==> config.mk <==
export PLATFORM = sky130hd
export DESIGN_NAME = pipe_ctrl
export DESIGN_NICKNAME = d
export VERILOG_FILES = /design/src/rtl/pipe_ctrl.sv
export SDC_FILE = /design/constraint.sdc
export NUM_CORES = 1
export LEC_CHECK = 0
export BUFFER_PORTS_ARGS = -buffer_cell sky130_fd_sc_hd__clkbuf_2
export CORE_MARGIN = 5
export CORE_UTILIZATION = 55
export CTS_BUF_LIST = sky130_fd_sc_hd__clkbuf_8 sky130_fd_sc_hd__clkbuf_16
export CTS_CLUSTER_SIZE = 12
export DETAILED_ROUTE_END_ITERATION = 8
export PLACE_DENSITY = 0.83
export SLEW_MARGIN = 10
export SYNTH_ARGS = -nofsm -noshare
export SYNTH_HDL_FRONTEND = slang
export SYNTH_SLANG_ARGS = --single-unit
==> constraint.sdc <==
create_clock -name clk -period 4.77 [get_ports clk]
set_clock_uncertainty 0.2 [all_clocks]
set_input_delay 0.7155 -clock clk [delete_from_list [all_inputs] [get_ports clk]]
set_output_delay 0.7155 -clock clk [all_outputs]
set_load 0.01 [all_outputs]
==> src/rtl/pipe_ctrl.sv <==
// ---------------------------------------------------------------------------
// pipe_ctrl
//
// Pipeline control unit for the Y86-64 five-stage PIPE processor. It turns
// the hazard conditions seen in the D/E/M/W registers into stall and bubble
// controls for the pipeline registers. It adds a RUN / FREEZE / HALTED state
// machine with a debug-freeze handshake, and keeps saturating performance
// counters.
//
// Ports:
//   clk, rst_n       clock, asynchronous active-low reset
//   D_icode          icode in the D register
//   d_srcA, d_srcB   decode source registers (4'hF = none)
//   E_icode, E_dstM  icode / memory destination in the E register
//   e_Cnd            branch/cmov condition from execute
//   M_icode          icode in the M register
//   m_stat, W_stat   status out of memory / status in W
//   frz_req          debug freeze request (level)
//   F_stall .. W_stall, set_cc   pipeline register controls (combinational)
//   frz_ack, halted, cpu_stat    registered state / status outputs
//   cyc_cnt, stall_cnt, bubble_cnt, mispred_cnt   saturating counters
// ---------------------------------------------------------------------------
module pipe_ctrl #(
    parameter int CNT_W = 32
) (
    input  logic             clk,
    input  logic             rst_n,
    input  logic [3:0]       D_icode,
    input  logic [3:0]       d_srcA,
    input  logic [3:0]       d_srcB,
    input  logic [3:0]       E_icode,
    input  logic [3:0]       E_dstM,
    input  logic             e_Cnd,
    input  logic [3:0]       M_icode,
    input  logic [3:0]       m_stat,
    input  logic [3:0]       W_stat,
    input  logic             frz_req,
    output logic             F_stall,
    output logic             D_stall,
    output logic             D_bubble,
    output logic             E_bubble,
    output logic             M_bubble,
    output logic             W_stall,
    output logic             set_cc,
    output logic             frz_ack,
    output logic             halted,
    output logic [3:0]       cpu_stat,
    output logic [CNT_W-1:0] cyc_cnt,
    output logic [CNT_W-1:0] stall_cnt,
    output logic [CNT_W-1:0] bubble_cnt,
    output logic [CNT_W-1:0] mispred_cnt
);

    localparam logic [3:0] I_MRMOV = 4'h5;
    localparam logic [3:0] I_OPQ   = 4'h6;
    localparam logic [3:0] I_JXX   = 4'h7;
    localparam logic [3:0] I_RET   = 4'h9;
    localparam logic [3:0] I_POP   = 4'hB;
    localparam logic [3:0] R_NONE  = 4'hF;

    localparam logic [3:0] S_AOK = 4'h1;
    localparam logic [3:0] S_HLT = 4'h2;
    localparam logic [3:0] S_ADR = 4'h3;
    localparam logic [3:0] S_INS = 4'h4;

    localparam logic [CNT_W-1:0] CNT_MAX = {CNT_W{1'b1}};

    typedef enum logic [1:0] {
        ST_RUN,
        ST_FREEZE,
        ST_HALTED
    } state_t;

    state_t state, state_nxt;

    logic lu, rt, mp, m_exc, w_exc;
    logic run;
    logic run_f_stall, run_d_stall, run_d_bubble, run_e_bubble;
    logic run_m_bubble, run_w_stall, run_set_cc;

    function automatic logic is_exc(input logic [3:0] s);
        return (s == S_HLT) || (s == S_ADR) || (s == S_INS);
    endfunction

    // Hazard detection: load/use, return in flight, mispredicted jump.
    assign lu = ((E_icode == I_MRMOV) || (E_icode == I_POP)) &&
                (E_dstM != R_NONE) &&
                ((E_dstM == d_srcA) || (E_dstM == d_srcB));
    assign rt = (D_icode == I_RET) || (E_icode == I_RET) || (M_icode == I_RET);
    assign mp = (E_icode == I_JXX) && !e_Cnd;

    assign m_exc = is_exc(m_stat);
    assign w_exc = is_exc(W_stat);
    assign run   = (state == ST_RUN);

    // Controls as they apply while running. A load/use stall takes priority
    // over the ret bubble in D so that the load's consumer is not lost.
    assign run_f_stall  = lu | rt;
    assign run_d_stall  = lu;
    assign run_d_bubble = mp | (!lu & rt);
    assign run_e_bubble = mp | lu;
    assign run_m_bubble = m_exc | w_exc;
    assign run_w_stall  = w_exc;
    assign run_set_cc   = (E_icode == I_OPQ) & !m_exc & !w_exc;

    // State register
    always_ff @(posedge clk or negedge rst_n) begin
        if (!rst_n) begin
            state <= ST_RUN;
        end else begin
            state <= state_nxt;
        end
    end

    // Next-state logic: an exception in W wins over a freeze request.
    // FREEZE never goes to HALTED because W is held while frozen.
    always_comb begin
        state_nxt = state;
        case (state)
            ST_RUN: begin
                if (w_exc) begin
                    state_nxt = ST_HALTED;
                end else if (frz_req) begin
                    state_nxt = ST_FREEZE;
                end
            end
            ST_FREEZE: begin
                if (!frz_req) begin
                    state_nxt = ST_RUN;
                end
            end
            ST_HALTED: state_nxt = ST_HALTED;
            default:   state_nxt = ST_RUN;
        endcase
    end

    // Output logic: outside RUN, F/D/W are held and no bubbles are inserted.
    always_comb begin
        F_stall  = 1'b1;
        D_stall  = 1'b1;
        D_bubble = 1'b0;
        E_bubble = 1'b0;
        M_bubble = 1'b0;
        W_stall  = 1'b1;
        set_cc   = 1'b0;
        if (run) begin
            F_stall  = run_f_stall;
            D_stall  = run_d_stall;
            D_bubble = run_d_bubble;
            E_bubble = run_e_bubble;
            M_bubble = run_m_bubble;
            W_stall  = run_w_stall;
            set_cc   = run_set_cc;
        end
    end

    assign frz_ack = (state == ST_FREEZE);
    assign halted  = (state == ST_HALTED);

    // Processor status latches the faulting W status on entry to HALTED.
    always_ff @(posedge clk or negedge rst_n) begin
        if (!rst_n) begin
            cpu_stat <= S_AOK;
        end else if (run && w_exc) begin
            cpu_stat <= W_stat;
        end
    end

    // Performance counters count RUN cycles only and stick at all-ones.
    always_ff @(posedge clk or negedge rst_n) begin
        if (!rst_n) begin
            cyc_cnt     <= '0;
            stall_cnt   <= '0;
            bubble_cnt  <= '0;
            mispred_cnt <= '0;
        end else if (run) begin
            if (cyc_cnt != CNT_MAX) begin
                cyc_cnt <= cyc_cnt + 1'b1;
            end
            if (run_f_stall && (stall_cnt != CNT_MAX)) begin
                stall_cnt <= stall_cnt + 1'b1;
            end
            if ((run_d_bubble || run_e_bubble) && (bubble_cnt != CNT_MAX)) begin
                bubble_cnt <= bubble_cnt + 1'b1;
            end
            if (mp && (mispred_cnt != CNT_MAX)) begin
                mispred_cnt <= mispred_cnt + 1'b1;
            end
        end
    end

endmodule

# After elaboration in Yosys (flattened, before gate mapping)
# Index checks and enable logic that the tools add are counted.
[op_classes] n_addsub=4 n_eq_ne=24 n_mux=11 bitwise=7 n_reduce_logical=26
[op_table] op="$add A32 B1 Y32 const B" n=4
[op_table] op="$ne A32 B32 Y1 const B" n=4
[op_table] op="$eq A4 B3 Y1 const B" n=5
[op_table] op="$eq A4 B2 Y1 const B" n=4
[op_table] op="$eq A4 B4 Y1 const B" n=4
[op_table] op="$reduce_and A2 Y1" n=5
[op_table] op="$logic_or A1 B1 Y1" n=9
[op_table] op="$eq A4 B4 Y1" n=2
[op_table] op="$logic_and A1 B1 Y1" n=7
[op_table] op="$mux W1" n=7
[op_table] op="$mux W2" n=3
[op_table] op="$pmux W2 S3" n=1
[op_table] op="$logic_not A1 Y1" n=4
[op_table] op="$ne A4 B4 Y1 const B" n=1
[op_table] op="$or A1 B1 Y1" n=4
[op_table] op="$and A1 B1 Y1" n=3
[op_table] op="$ne A3 B3 Y1 const B" n=1
[op_table] op="$eq A2 B1 Y1 const B" n=1
[op_table] op="$eq A2 B2 Y1 const B" n=1
[op_table] op="$logic_not A2 Y1" n=1
[op_table] op="$ne A2 B2 Y1 const B" n=1
[word_totals] reg_bits=134 in_bits=36 out_inout_bits=141 wordCells=78

# Logic depth before layout (Yosys ltp)
[depth] word_depth=10 depth_mapped=9

# Least setup slack after synthesis
# Ideal clock, no wire load.
[synth_path] path_kind="input to output" start="input port E_icode[1]" end="output port D_bubble" t_arrival_ns=1.770 required_ns=3.855 setup_slack_ns=2.085 cell_stages=5 n_path_buf=0 path_cell_list="and3b_1 > o211a_1 > o21ai_1 > nand2_1 > o21ai_0"
[synth_between] elab_chain_len=8 word_cells_on_any_way=14 classes_between="eq/ne (4); mux (1); bitwise (2); reduce/logical (7)"
[synth_lines] item="start, declared" line="31" text="input logic [3:0] E_icode,"
[synth_lines] item="$eq A4 B3 Y1 or $eq A4 B4 Y1 (tied branches)" line="86" text="assign lu = ((E_icode == I_MRMOV) || (E_icode == I_POP)) &&"
[synth_lines] item="$logic_or A1 B1 Y1" line="86"
[synth_lines] item="$logic_and A1 B1 Y1" line="86"
[synth_lines] item="$logic_and A1 B1 Y1" line="87" text="(E_dstM != R_NONE) &&"
[synth_lines] item="$logic_not A1 Y1" line="100" text="assign run_d_bubble = mp | (!lu & rt);"
[synth_lines] item="$and A1 B1 Y1" line="100"
[synth_lines] item="$or A1 B1 Y1 (*)" line="100"
[synth_lines] item="$mux W1 (*)" line="146" text="if (run) begin"
[synth_lines] item="end, declared" line="40" text="output logic D_bubble,"
# Every way passes the cells marked *; elsewhere a longest branch is shown, timed or not.

# Final worst setup path
[layout_path] start="input port E_dstM[1]" end="output port E_bubble"
[layout_between] elab_chain_len=5 word_cells_on_any_way=8 classes_between="eq/ne (3); mux (1); bitwise (1); reduce/logical (3)"
[layout_lines] item="start, declared" line="32" text="input logic [3:0] E_dstM,"
[layout_lines] item="$ne A4 B4 Y1 or $eq A4 B4 Y1 (tied branches)" line="87, 88"
[layout_lines] item="$logic_and A1 B1 Y1 or $logic_or A1 B1 Y1 (tied branches)" line="86, 88"
[layout_lines] item="$logic_and A1 B1 Y1 (*)" line="87"
[layout_lines] item="$or A1 B1 Y1 (*)" line="101" text="assign run_e_bubble = mp | lu;"
[layout_lines] item="$mux W1 (*)" line="146"
[layout_lines] item="end, declared" line="41" text="output logic E_bubble,"
# Marks and branches as above.

==> impl_metrics.env <==
export IMPL_cp_top_family="compound AO/OA/AOI/OAI gates"
export IMPL_drcViolationCount=0
export IMPL_async_reset_ff_share_pct=100
export IMPL_yosys_register_bits=134
export IMPL_hold_buffers=0
export IMPL_routed_wl_mm=16.2
export IMPL_cts_resized_gates=0
export IMPL_power_leakage_uw=0.00408
export IMPL_reg2reg_slack_ns=2.13
export IMPL_hold_violations=0
export IMPL_synth_top_family_by_area="simple AND/OR/NAND/NOR gates"
export IMPL_min_period_over_period_pct=65.8
export IMPL_grt_overflow=0
export IMPL_synthTopCellsByArea="dfrtp_1 51%, xnor2_1 11%, xor2_1 6.6%"
export IMPL_root_buffer="clkbuf_16"
export IMPL_combPwrFrac_pct=4.4
export IMPL_r2r_end="bubble_cnt[22]$_DFFE_PN0P_"
export IMPL_clock_sinks=134
export IMPL_die_y_um=119
export IMPL_synthSimpleGateAreaFrac_pct=25.4
export IMPL_antenna_found_initial=0
export IMPL_reg2regPathDepth=6
export IMPL_start_kind="primary input"
export IMPL_vias=5405
export IMPL_worstHoldPathType="primary input to async pin"
export IMPL_track_usage_pct=23.7
export IMPL_synthXorXnorAreaFrac_pct=17.3
export IMPL_postSynthCellCount=611
export IMPL_peakVddDrop_v=0.000194
export IMPL_path_clk_slew_ns=0.05
export IMPL_synth_cell_type_count=50
export IMPL_yosys_area_share_adder_pct=0.765
export IMPL_yosysSeqAreaShare_pct=51.3
export IMPL_cts_tree="built"
export IMPL_final_common_cell="clkbuf_2"
export IMPL_drive_above_1_share_pct=28.5
export IMPL_cp_depth=6
export IMPL_num_antenna_cells=0
export IMPL_final_cell_mix="175 x clkbuf_2, 133 x dfrtp_1, 80 x xnor2_1"
export IMPL_vias_per_cell=5.67
export IMPL_cp_common_cell="clkbuf_2"
export IMPL_worstPathRequired_ns=3.85
export IMPL_dr_pass1_iters=7
export IMPL_avgSynthCellArea_um2=10.7
export IMPL_worstMarginPinSlew_ns=1.01
export IMPL_first_global_vias=5496
export IMPL_critPathArrivalTime_ns=2.22
export IMPL_power_uw=2500
export IMPL_start_util_pct=56.8
export IMPL_nNetsFinal=838
export IMPL_swShare_pct=21.4
export IMPL_row_count=39
export IMPL_grt_pass1_wl_mm=27.4
export IMPL_wire_per_inst_um=17.0
export IMPL_cp_endpoint="E_bubble"
export IMPL_switchingPower_uw=535
export IMPL_die_x_um=119
export IMPL_cellPowerDensity_nw_per_um2=308
export IMPL_setup_worst_path_start="E_dstM[1]"
export IMPL_synth_area_um2=6540
export IMPL_clock_latency_ns=0.41
export IMPL_seqPwrFrac_pct=47.2
export IMPL_outcome="complete, no violations"
export IMPL_worstSetupPathType="primary input to output port"
export IMPL_cp_end_kind="output port"
export IMPL_core_area_um2=11500
export IMPL_synth_ff_type="dfrtp_1"
export IMPL_rr_startpoint="state[0]$_DFFE_PN0P_"
export IMPL_slowest_delay_ns=0.48
export IMPL_io_buffers=176
export IMPL_io_pins=177
export IMPL_nFillCells=832
export IMPL_p_clk_share_pct=48.5
export IMPL_path_buf_inv=2
export IMPL_yosysWarnings=0
export IMPL_synth_top_cell_area_share_pct=50.9
export IMPL_muxShareOfSynthArea_pct=1.66
export IMPL_synth_top_area_cell="dfrtp_1"
export IMPL_fmax_ghz=0.319
export IMPL_drv_slew=0
export IMPL_p_int_uw=1970
export IMPL_dieArea_um2=14200
export IMPL_synth_nets=651
export IMPL_cts_path_max_buffers=2
export IMPL_final_setup_tns_ns=0
export IMPL_hpwlAfterDp_mm=12.0
export IMPL_period_needed_ns=3.14
export IMPL_area_growth_pct=24.4
export IMPL_synth_edf_count=0
export IMPL_rsz0062_at_grt="no"
export IMPL_setup_viol=0
export IMPL_post_cts_repair_setup_buffers=0
export IMPL_cap_violations=0
export IMPL_synth_compound_gate_area_share_pct=2.09
export IMPL_slew_headroom_pct=32.6
export IMPL_grt_max_degree=82
export IMPL_drtIter0Drc=275
export IMPL_crit_fanout=6
export IMPL_ant_nets=0
export IMPL_crit_slowest_cell="nor4_1"
export IMPL_htree_levels=4
export IMPL_worstPathCellList="clkbuf_2 -> xor2_1 -> nor4_1 -> o21ai_1 -> a21oi_1 -> clkbuf_2"
export IMPL_place_gp_congestion=0.834
export IMPL_cts_buffers=17
==> metrics by stage <==
step	cell area (um^2)	hold WS [ns]	utilization [%]	setup slack (ns)	std cells
finish	8130	0.274	70.6	1.63	954
global route	8130	0.309	70.6	1.46	954
CTS	8130	0.292	70.6	1.65	954
detailed placement	7570	0.280	65.8	1.53	922
global placement	7570	0.278	65.8	1.58	922
floorplan	6540	0.220	-	2.08	611
==> routing by layer <==
layer / share of wire [%] / GRT usage, % / up-vias
met5: 0 / 0 / -
met2: 51 / 39.2 / 197
met4: 2.7 / 10.4 / 0
met1: 40 / 28.9 / 2645
met3: 6.7 / 6.92 / 35
li1: - / - / 2528
==> area by class of cell <==
type / count / area, um^2 / share of cell area [%]
multi-input combinational: 453 / 3080 / 37.9
tap: 143 / 179 / 2.20
sequential: 134 / 3350 / 41.2
clock buffer: 22 / 494 / 6.08
clock inverter: 10 / 66.3 / 0.815
inverter: 13 / 48.8 / 0.600
timing repair buffer: 179 / 906 / 11.1
==> power groups by stage <==
stage	combinational (uW)	clock, uW	sequential [uW]
4_1_cts	113	1230	1180
5_1_grt	124	1280	1180
3_3_place_gp	108	0	1200
3_5_place_dp	112	0	1200
6_report	109	1210	1180
2_1_floorplan	31.1	0	1210
==> cells by family (layout without fill, tap and decap cells) <==
logic type / Yosys count / count (layout)
AND/OR/NAND/NOR: 290 / 290
AO/OA/AOI/OAI: 20 / 20
multiplexers: 10 / 10
adder cells (fa/ha/maj): 4 / 4
buffers and inverters: 24 / 224
XOR/XNOR: 129 / 129
flip-flops: 134 / 134
==> synth_stat cells (2+ instances only) <==
cell / n
and4_1: 18
xnor2_1: 80
nor2b_1: 2
xor2_1: 49
nor4_2: 2
and3b_1: 2
nand3_1: 63
and3_1: 21
mux2_2: 7
nor4_1: 13
and2_1: 6
nand3b_1: 3
nor4_4: 2
nor3_1: 25
buf_2: 8
nor2_1: 37
a21oi_1: 7
or2_2: 6
clkbuf_1: 3
mux2i_1: 3
or3_1: 2
dfrtp_1: 133
nand4_1: 29
ha_1: 4
nand2_1: 45
inv_1: 13
o21ai_0: 3
nor4bb_1: 3
==> worst min path at each step <==
| stage | cells after the start | slack (ns) | startpoint | end |
|---|---|---|---|---|
| after floorplan | 0 | 0.22 | rst_n | bubble_cnt[0]$_DFFE_PN0P_ |
| after global placement | 1 | 0.28 | cyc_cnt[7]$_DFFE_PN0P_ | cyc_cnt[7]$_DFFE_PN0P_ |
| after detailed placement | 1 | 0.28 | cyc_cnt[5]$_DFFE_PN0P_ | cyc_cnt[5]$_DFFE_PN0P_ |
| after CTS | 1 | 0.29 | cyc_cnt[7]$_DFFE_PN0P_ | cyc_cnt[7]$_DFFE_PN0P_ |
| after global routing | 1 | 0.31 | cyc_cnt[7]$_DFFE_PN0P_ | cyc_cnt[7]$_DFFE_PN0P_ |
| final | 1 | 0.27 | rst_n | bubble_cnt[18]$_DFFE_PN0P_ |
==> registers in the layout, summed over array words and instances, names as in the netlist <==
name	flops
cyc_cnt	32
mispred_cnt	32
state	2
stall_cnt	32
bubble_cnt	32
cpu_stat	4
Note: power is estimated with default switching activity, not from simulation.
